<file path="src/rtl/pipeline_ctrl_pkg.sv">
// Shared constants and types for the pipeline controller: stall/flush
// encodings, exception codes and the redirect FSM state type.
package pipeline_ctrl_pkg;

   localparam logic STOP                     = 1'b1;
   localparam logic NO_STOP                  = 1'b0;
   localparam logic FLUSH                    = 1'b1;
   localparam logic NO_FLUSH                 = 1'b0;
   localparam logic FAILED_BRANCH_PREDICTION = 1'b0;
   localparam logic EXCEPTION                = 1'b1;

   localparam logic [31:0] EXC_TYPE_ERET = 32'h0000_000E;
   localparam logic [31:0] EXC_VECTOR    = 32'hBFC0_0380;

   localparam int STALL_W = 6;

   // pc and if stages held while a redirect waits for the icache
   localparam logic [STALL_W-1:0] PEND_STALL_MASK = {NO_STOP, NO_STOP, NO_STOP, NO_STOP, STOP, STOP};

   typedef enum logic {
      ST_RUN  = 1'b0,
      ST_PEND = 1'b1
   } ctrl_state_e;

   // Highest requesting stage wins; it and every stage before it stop.
   function automatic logic [STALL_W-1:0] stall_vector(input logic if_req,
                                                       input logic id_req,
                                                       input logic ex_req,
                                                       input logic mem_req);
      logic [STALL_W-1:0] v;
      if (mem_req)     v = {NO_STOP, STOP,    STOP,    STOP,    STOP, STOP};
      else if (ex_req) v = {NO_STOP, NO_STOP, STOP,    STOP,    STOP, STOP};
      else if (id_req) v = {NO_STOP, NO_STOP, NO_STOP, STOP,    STOP, STOP};
      else if (if_req) v = {NO_STOP, NO_STOP, NO_STOP, NO_STOP, STOP, STOP};
      else             v = {STALL_W{NO_STOP}};
      return v;
   endfunction

endpackage

</file>
<file path="src/rtl/pipeline_ctrl_stall_counter.sv">
// Saturating 32-bit event counter with enable.
module stall_counter
   import pipeline_ctrl_pkg::*;
(
   input  logic        clk,
   input  logic        resetn,
   input  logic        en_i,
   output logic [31:0] count_o
);

   logic [31:0] count_q;
   logic [31:0] count_d;

   // Next count: step when enabled, hold once all ones.
   always_comb begin
      // NOTE: default first so every path assigns count_d and no latch is inferred.
      count_d = count_q;
      if (en_i && (count_q != 32'hFFFF_FFFF)) begin
         count_d = count_q + 32'd1;
      end
   end

   // Counter register, cleared by the synchronous reset.
   always_ff @(posedge clk) begin
      // NOTE: state registers use non-blocking assignment so all flops update together.
      if (!resetn) count_q <= '0;
      else         count_q <= count_d;
   end

   assign count_o = count_q;

endmodule

</file>
<file path="src/rtl/pipeline_ctrl.sv">
// Pipeline hazard/flush controller: combinational stall vector, flush on
// exception or mispredict, and a redirect that is deferred while the icache
// is busy.
module pipeline_ctrl
   import pipeline_ctrl_pkg::*;
(
   input  logic               clk,
   input  logic               resetn,
   input  logic               stallreq_if_i,
   input  logic               stallreq_id_i,
   input  logic               stallreq_ex_i,
   input  logic               stallreq_mem_i,
   input  logic               exc_valid_i,
   input  logic [31:0]        exc_type_i,
   input  logic [31:0]        cp0_epc_i,
   input  logic               mispredict_i,
   input  logic [31:0]        branch_target_i,
   output logic [STALL_W-1:0] stall_o,
   output logic               flush_o,
   output logic               flush_cause_o,
   output logic               redirect_o,
   output logic [31:0]        redirect_pc_o,
   output logic [31:0]        stall_cycles_o
);

   ctrl_state_e  state_q, state_d;
   logic [31:0]  pend_pc_q, pend_pc_d;

   logic [STALL_W-1:0] stall_c;
   logic               flush_c;
   logic               cause_c;
   logic               redirect_c;
   logic [31:0]        redirect_pc_c;
   logic [31:0]        flush_target;
   logic [STALL_W-1:0] req_stall;

   // Exception target beats branch target; eret returns to EPC.
   always_comb begin
      if (exc_valid_i) flush_target = (exc_type_i == EXC_TYPE_ERET) ? cp0_epc_i : EXC_VECTOR;
      else             flush_target = branch_target_i;
      req_stall = stall_vector(stallreq_if_i, stallreq_id_i, stallreq_ex_i, stallreq_mem_i);
   end

   // Next-state and output decode; a flush event suppresses stall requests.
   always_comb begin
      state_d       = state_q;
      pend_pc_d     = pend_pc_q;
      stall_c       = {STALL_W{NO_STOP}};
      flush_c       = NO_FLUSH;
      cause_c       = FAILED_BRANCH_PREDICTION;
      redirect_c    = 1'b0;
      redirect_pc_c = 32'h0;
      case (state_q)
         ST_RUN: begin
            if (exc_valid_i || mispredict_i) begin
               flush_c = FLUSH;
               cause_c = exc_valid_i ? EXCEPTION : FAILED_BRANCH_PREDICTION;
               if (stallreq_if_i) begin
                  // icache cannot take the new pc yet: park it
                  pend_pc_d = flush_target;
                  state_d   = ST_PEND;
               end else begin
                  redirect_c    = 1'b1;
                  redirect_pc_c = flush_target;
               end
            end else begin
               stall_c = req_stall;
            end
         end
         ST_PEND: begin
            if (exc_valid_i) begin
               // a newer exception replaces the parked target
               flush_c   = FLUSH;
               cause_c   = EXCEPTION;
               pend_pc_d = flush_target;
               stall_c   = PEND_STALL_MASK;
            end else begin
               // mispredicts are stale here: the younger instructions are gone
               stall_c = req_stall | PEND_STALL_MASK;
               if (!stallreq_if_i) begin
                  redirect_c    = 1'b1;
                  redirect_pc_c = pend_pc_q;
                  state_d       = ST_RUN;
               end
            end
         end
         default: state_d = ST_RUN;
      endcase
   end

   // Outputs are held quiet while reset is asserted.
   always_comb begin
      stall_o       = resetn ? stall_c       : {STALL_W{NO_STOP}};
      flush_o       = resetn ? flush_c       : NO_FLUSH;
      flush_cause_o = resetn ? cause_c       : FAILED_BRANCH_PREDICTION;
      redirect_o    = resetn ? redirect_c    : 1'b0;
      redirect_pc_o = resetn ? redirect_pc_c : 32'h0;
   end

   // FSM state and parked redirect target; reset drops any pending redirect.
   always_ff @(posedge clk) begin
      if (!resetn) begin
         state_q   <= ST_RUN;
         pend_pc_q <= 32'h0;
      end else begin
         state_q   <= state_d;
         pend_pc_q <= pend_pc_d;
      end
   end

   stall_counter u_stall_counter (
      .clk     (clk),
      .resetn  (resetn),
      .en_i    (stall_o != {STALL_W{NO_STOP}}),
      .count_o (stall_cycles_o)
   );

endmodule
</file>
<file path="config.mk">
export PLATFORM = sky130hd
export DESIGN_NAME = pipeline_ctrl
export DESIGN_NICKNAME = d
export VERILOG_FILES = /design/src/rtl/pipeline_ctrl_pkg.sv /design/src/rtl/pipeline_ctrl_stall_counter.sv /design/src/rtl/pipeline_ctrl.sv
export SDC_FILE = /design/constraint.sdc
export NUM_CORES = 1
export LEC_CHECK = 0
export BUFFER_PORTS_ARGS = -buffer_cell sky130_fd_sc_hd__buf_2
export CAP_MARGIN = 25
export CORE_AREA = 2 2 101 103
export DETAILED_ROUTE_END_ITERATION = 8
export DIE_AREA = 0 0 103 105
export PLACE_DENSITY = 0.67
export SLEW_MARGIN = 20
export SYNTH_ARGS = -nofsm -noshare
export SYNTH_HDL_FRONTEND = slang
export SYNTH_SLANG_ARGS = --single-unit
</file>
<file path="constraint.sdc">
create_clock -name clk -period 2.9 [get_ports clk]
set_input_delay 0.435 -clock clk [delete_from_list [all_inputs] [get_ports clk]]
set_output_delay 0.435 -clock clk [all_outputs]
set_load 0.01 [all_outputs]
</file>
==> results of run 1 <==
-- power groups by stage --
| stage | Sequential (mW) | Clock, mW | Combinational [mW] |
|---|---|---|---|
| after floorplan | 0.977 | 0 | 0.175 |
| after global placement | 0.981 | 0 | 0.305 |
| after detailed placement | 0.983 | 0 | 0.313 |
| after CTS | 0.963 | 0.798 | 0.314 |
| after global routing | 0.967 | 0.843 | 0.350 |
| final | 0.963 | 0.777 | 0.312 |
-- layout by cell type, fill, tap and decap left out, types with 2 or more instances in the layout --
cell type    n
a21oi_1     33
xnor2_1      4
o21ai_1      2
clkinv_2     2
inv_1       10
o211ai_1     4
a211oi_1    21
and3_1       2
and3_2       2
nor2b_1      3
a22oi_1     20
or4_1       10
dfxtp_1     65
nor2_1      63
o31ai_1     36
buf_4       13
or4_4        2
mux2i_1      8
nor3_1       3
nor4_1       8
nand3_1     15
o21ai_0     25
or3_1        7
nand2_1     52
nand4_1      8
nand2b_1     6
buf_2      175
nor4_2       2
clkbuf_8    10
-- final timing paths --
check / startpoint / endpoint / slack [ns]
max: exc_type_i[26] / redirect_pc_o[7] / 0.22
min: cp0_epc_i[16] / pend_pc_q[16]$_SDFFE_PN0P_ / 0.40
min reg2reg: pend_pc_q[8]$_SDFFE_PN0P_ / pend_pc_q[8]$_SDFFE_PN0P_ / 0.46
max reg2reg: u_stall_counter.count_o[15]$_SDFFE_PN0P_ / u_stall_counter.count_o[6]$_SDFFE_PN0P_ / 0.25
-- repair_timing --
action                                  4_1_cts  5_1_grt
endpoints found under the setup margin        0       16
setup buffers                                 0        0
gates resized for setup                       0        2
-- cells in the mapped netlist, types with 3 or more instances --
library cell and instances:
a211oi_1 21, a21oi_1 33, a22oi_1 20, buf_2 6
clkbuf_1 28, dfxtp_1 65, inv_1 10, mux2i_1 8
nand2_1 52, nand2b_1 6, nand3_1 15, nand4_1 8
nor2_1 63, nor2b_1 3, nor3_1 3, nor4_1 10
o211ai_1 4, o21ai_0 25, o31ai_1 37, or3_1 7
or4_1 10, xnor2_1 4
-- through the flow --
stage,instances,total power [mW],setup WS [ns]
after CTS,771,2.074,0.1301
final,771,2.052,0.2233
after global placement,756,1.286,0.1520
after global routing,771,2.161,0.02825
after floorplan,471,1.153,0.4819
after detailed placement,756,1.296,0.1572
-- logic make-up (layout without fill, tap and decap cells) --
kind of cell    count (synthesis)  in the layout  synth area share
mux                             8              8           0.02234
other cells                     1              1          0.001046
simple gates                  192            192            0.2618
flops                          65             65            0.3630
fa+ha+maj                       1              1          0.003490
compound gates                151            151            0.2817
xor+xnor                        5              5           0.01222
buf+inv                        48            215           0.05445
-- worst register-to-register path, cell delays in order (launching register included) --
cell	delay [ns]
dfxtp_1	0.46
nand4_1	0.21
or4_1	0.59
o31ai_4	0.71
buf_4	0.34
o311ai_0	0.14
o41ai_1	0.11
-- state kept, by name (all words and copies together), names as in the netlist --
name                     cells
u_stall_counter.count_o     32
pend_pc_q                   32
state_q                      1
-- metal layers --
metal / up-vias / GRT usage / share of wire
met2: 129 / 0.3418 / 0.51
met1: 1953 / 0.2509 / 0.42
met4: 0 / 0.06203 / 0.0047
li1: 2066 / - / -
met5: - / 0 / 0
met3: 4 / 0.04080 / 0.059
-- layout make-up --
class,instances,area [um^2]
multi-input combinational,358,2121
tap,133,166.4
inverter,11,41.29
clock buffer,10,137.6
sequential,65,1301
fill,1025,4831
timing repair buffer,189,984.7
clock inverter,5,56.30
==> impl_metrics.tcl, run 1 <==
set metrics [dict create \
    status "completed" \
    dp_hpwl_um 8174 \
    grt_pass1_wl_um 17550 \
    cp-end-kind "output pin" \
    hold_viol_final 0 \
    ys_seq_area_frac 0.3630 \
    path_depth 7 \
    switchingPower_mw 0.5671 \
    synth_edf_count 0 \
    hp-class "input pin to flop" \
    synthTopCellsByArea "dfxtp_1 36%, o31ai_1 7.7%, nor2_1 6.6%" \
    synth.net_count 576 \
    cp_slowest_cell "or4_1" \
    io_pins 177 \
    start_util 0.3719 \
    area_delta_synth_final_pct 34.14 \
    hold_depth 3 \
    cts_buffers 9 \
    async_flop_share 0 \
    place_area_um2 4604 \
    cts.clk_slew.worst_paths_ns 0.08 \
    ant_nets 0 \
    crit_path_frequent_cell "buf_2" \
    p_sw_frac 0.2763 \
    tightest_slew_ns 0.7852 \
    final_core_util 0.4988 \
    hold_buffers 0 \
    critPathLaunchType "input pin" \
    cts_tree "done" \
    fin_nets 739 \
    fmax_mhz 373.6 \
    grt_usage 0.2008 \
    antenna_found_initial 0 \
    critPathTopFamily "simple AND/OR/NAND/NOR gates" \
    vdd_drop_max_uv 220.0 \
    grt_overflow 0 \
    arrival_ns 2.24 \
    gp_congestion 0.8056 \
    core_area_um2 9639 \
    synth_seq_cells 65 \
    grt_pass1_vias 3776 \
    syn_area_um2 3585 \
    min_period_over_period 0.9230 \
    ctsLongestPathBuffers 2 \
    intPower_mw 1.485 \
    comb_power_share 0.152 \
    wl_per_cell_um 14.22 \
    vias 4152 \
    root_buffer "clkbuf_8" \
    die_area_um2 10820 \
    synthDistinctLibCells 50 \
    synth_top_cell_by_area "dfxtp_1" \
    synth_cells 471 \
    critical_path_buf_inv_count 2 \
    first_pass_iters 4 \
    p_per_area_nw_per_um2 426.8 \
    fin_tns_setup_ns 0 \
    drive_gt1_frac 0.3417 \
    drtIter0Drc 211 \
    crit_fanout 12 \
    htreeDepth 3 \
    vias_per_cell 5.385 \
    critPathMaxStageDelay_ns 0.77 \
    grt_max_degree 46 \
    finClkSkew_ns 0.01129 \
    drv_cap 0 \
    fin_hold_ws_ns 0.3995 \
    die_h_um 105 \
    synth_top_area_frac 0.3630 \
    n_antenna_cell 0 \
    pwr-share-seq 0.469 \
    avgSynthCellArea_um2 7.611 \
    final_max_slew_viol_count 0 \
    worstPathRequired_ns 2.47 \
    p_leak_nw 2.080 \
    clock_power_share 0.379 \
    synth_ff_type "dfxtp_1" \
    fin_area_um2 4808 \
    synth_warnings 0 \
    die_w_um 103 \
    setup-violations-final 0 \
    rsz0062_at_grt "no" \
    routed_wl_um 10960 \
    port_buffers 175 \
    period_minus_slack_ns 2.677 \
    drc 0 \
    cts_num_sinks 65 \
    maxSlewHeadroom 0.4746 \
    critical_path_class "input pin to output pin" \
    rows 36 \
    cp_cell_sequence "buf_2, nor4_1, nand4_1, or4_1, nor2_1, o31ai_1, buf_2" \
    reg2regPathDepth 6 \
    clock_latency_ns 0.34 \
]
(Power assumes the default switching activity.)
==> inputs of run 2 (changes only) <==
- PLACE_DENSITY: 0.67 -> 0.69
- clock period: 2.9 -> 2.26 ns (I/O delays scaled with it)
==> impl_metrics.tcl, run 2 (synthesized netlist as in run 1, its figures left out) <==
set metrics [dict create \
    drtIter0Drc 138 \
    instances_no_fill 826 \
    grt_pass1_wl_um 18890 \
    n_antenna_cell 0 \
    critPathTopFamily "simple AND/OR/NAND/NOR gates" \
    port_buffers 175 \
    grt_usage 0.2158 \
    vdd_drop_max_uv 258.9 \
    crit_fanout 8 \
    period_minus_slack_ns 2.283 \
    crit_start "exc_type_i[19]" \
    antenna_found_initial 0 \
    clock_latency_ns 0.34 \
    setup-violations-final 6 \
    critical_path_class "input pin to output pin" \
    r2r_slack_ns 0.05 \
    grt_overflow 0 \
    hold_viol_final 0 \
    grt_pass1_vias 4290 \
    fin_hold_ws_ns 0.3111 \
    routed_wl_um 11840 \
    first_pass_iters 4 \
    final.setup.worst_slack_ns -0.02350 \
    dp_hpwl_um 8613 \
    die_h_um 105 \
    tightest_slew_ns 0.6054 \
    place_area_um2 5031 \
    core_area_um2 9639 \
    cp-end-kind "output pin" \
    finClkSkew_ns 0.01321 \
    cts_num_sinks 65 \
    area_delta_synth_final_pct 54.80 \
    cts_tree "done" \
    critPathLaunchType "input pin" \
    grt_max_degree 46 \
    die_w_um 103 \
    p_leak_nw 2.437 \
    fin_nets 793 \
    gp_congestion 0.8776 \
    rsz0062_at_grt "yes" \
    cp_slowest_cell "or3_4" \
    fin_area_um2 5549 \
    hp-class "input pin to flop" \
    place_ws_ns -0.2574 \
    p_per_area_nw_per_um2 492.5 \
    fmax_mhz 437.9 \
    hold_buffers 0 \
    cp_cell_sequence "buf_6, or3_4, nor4_4, buf_6, clkbuf_16, a22oi_1, a211oi_1, buf_2" \
    worstPathRequired_ns 1.92 \
    r2r-end "u_stall_counter.count_o[28]$_SDFFE_PN0P_" \
    cts_buffers 9 \
    violations "negative setup slack" \
    min_to "pend_pc_q[17]$_SDFFE_PN0P_" \
    final_cell_mix "168 x buf_2, 61 x dfxtp_1, 60 x buf_4" \
    maxSlewHeadroom 0.5927 \
    arrival_ns 1.94 \
    ant_nets 0 \
    vias_per_cell 5.432 \
    final_max_slew_viol_count 0 \
    status "finished with violations" \
    rows 36 \
    io_pins 177 \
    crit_path_frequent_cell "buf_6" \
    min_period_over_period 1.010 \
    drc 0 \
    n_fill_cell 922 \
    r2r-start "u_stall_counter.count_o[21]$_SDFFE_PN0P_" \
    vias 4487 \
    ctsLongestPathBuffers 2 \
    critPathMaxStageDelay_ns 0.39 \
    hold_depth 3 \
    layout_commonest_cell "buf_2" \
    critical_path_buf_inv_count 4 \
    drv_cap 0 \
    start_util 0.3719 \
    drive_gt1_frac 0.4545 \
    cts.clk_slew.worst_paths_ns 0.08 \
    reg2regPathDepth 5 \
    worstHoldStart "cp0_epc_i[17]" \
    die_area_um2 10820 \
    wl_per_cell_um 14.33 \
    p_total_mw 2.733 \
    dp.cells 807 \
    root_buffer "clkbuf_8" \
    htreeDepth 3 \
]
==> run 2: cell types whose count changed in the layout (fill, tap and decap cells not counted), moves of 5 or more <==
cell | previous run | this run
a22oi_1 | 20 | 15
a22oi_2 | 0 | 5
buf_6 | 1 | 10
nor2_2 | 0 | 11
buf_2 | 175 | 168
buf_4 | 13 | 60
a211oi_1 | 21 | 14
a211oi_2 | 0 | 7
nor2_1 | 63 | 52
==> run 2: cell type report <==
class                   instances  area, um^2  share of cell area
repair buffers                243        1509              0.2719
clock buffers                   9       123.9             0.02232
clock inverters                 7       77.57             0.01398
multi-input cells             358        2322              0.4185
well taps                     133       166.4             0.02999
flip-flops and latches         65        1309              0.2359
inverters                      11       41.29            0.007441
==> run 2: worst register-to-register path: cells and delay by family, from the launching register on <==
family / cells / cell delay (ns)
simple gates: 4 / 1.65
flops: 1 / 0.35
compound gates: 1 / 0.14
==> run 2: metrics by stage <==
stage,TNS [ns],utilization
after floorplan,0,-
after global placement,-4.653,0.5219
after detailed placement,-4.832,0.5219
after CTS,-0.009330,0.5546
after global routing,-2.567,0.5757
final,-0.04581,0.5757
==> run 2: worst max path at each step <==
| stage | end | slack, ns | cells past startpoint |
|---|---|---|---|
| 4_1_cts | redirect_pc_o[26] | -0.005 | 8 |
| 6_report | redirect_pc_o[30] | -0.02 | 8 |
| 3_3_place_gp | redirect_pc_o[12] | -0.23 | 8 |
| 2_1_floorplan | redirect_pc_o[22] | 0.03 | 7 |
| 3_5_place_dp | redirect_pc_o[20] | -0.26 | 9 |
| 5_1_grt | redirect_pc_o[18] | -0.11 | 9 |
==> run 2: report_power, final <==
group | switching (mW) | internal (mW) | total (mW)
logic | 0.265 | 0.224 | 0.489
clock network | 0.492 | 0.519 | 1.01
registers | 0.0306 | 1.20 | 1.23
total | 0.787 | 1.95 | 2.73
==> run 2: metal layers <==
metal / track usage / vias to the layer above / wire (um)
met3: 0.05151 / 17 / 665
met5: 0 / - / 0
met1: 0.2564 / 2128 / 4897
li1: - / 2176 / -
met4: 0.07707 / 0 / 198
met2: 0.3720 / 166 / 6079
==> run 2: repair_timing <==
item                       4_1_cts  5_1_grt
gates cloned                     0        1
gates resized for setup         25       36
pin swaps                       14        9
buffers inserted                 2        0
setup endpoints to repair       32       35
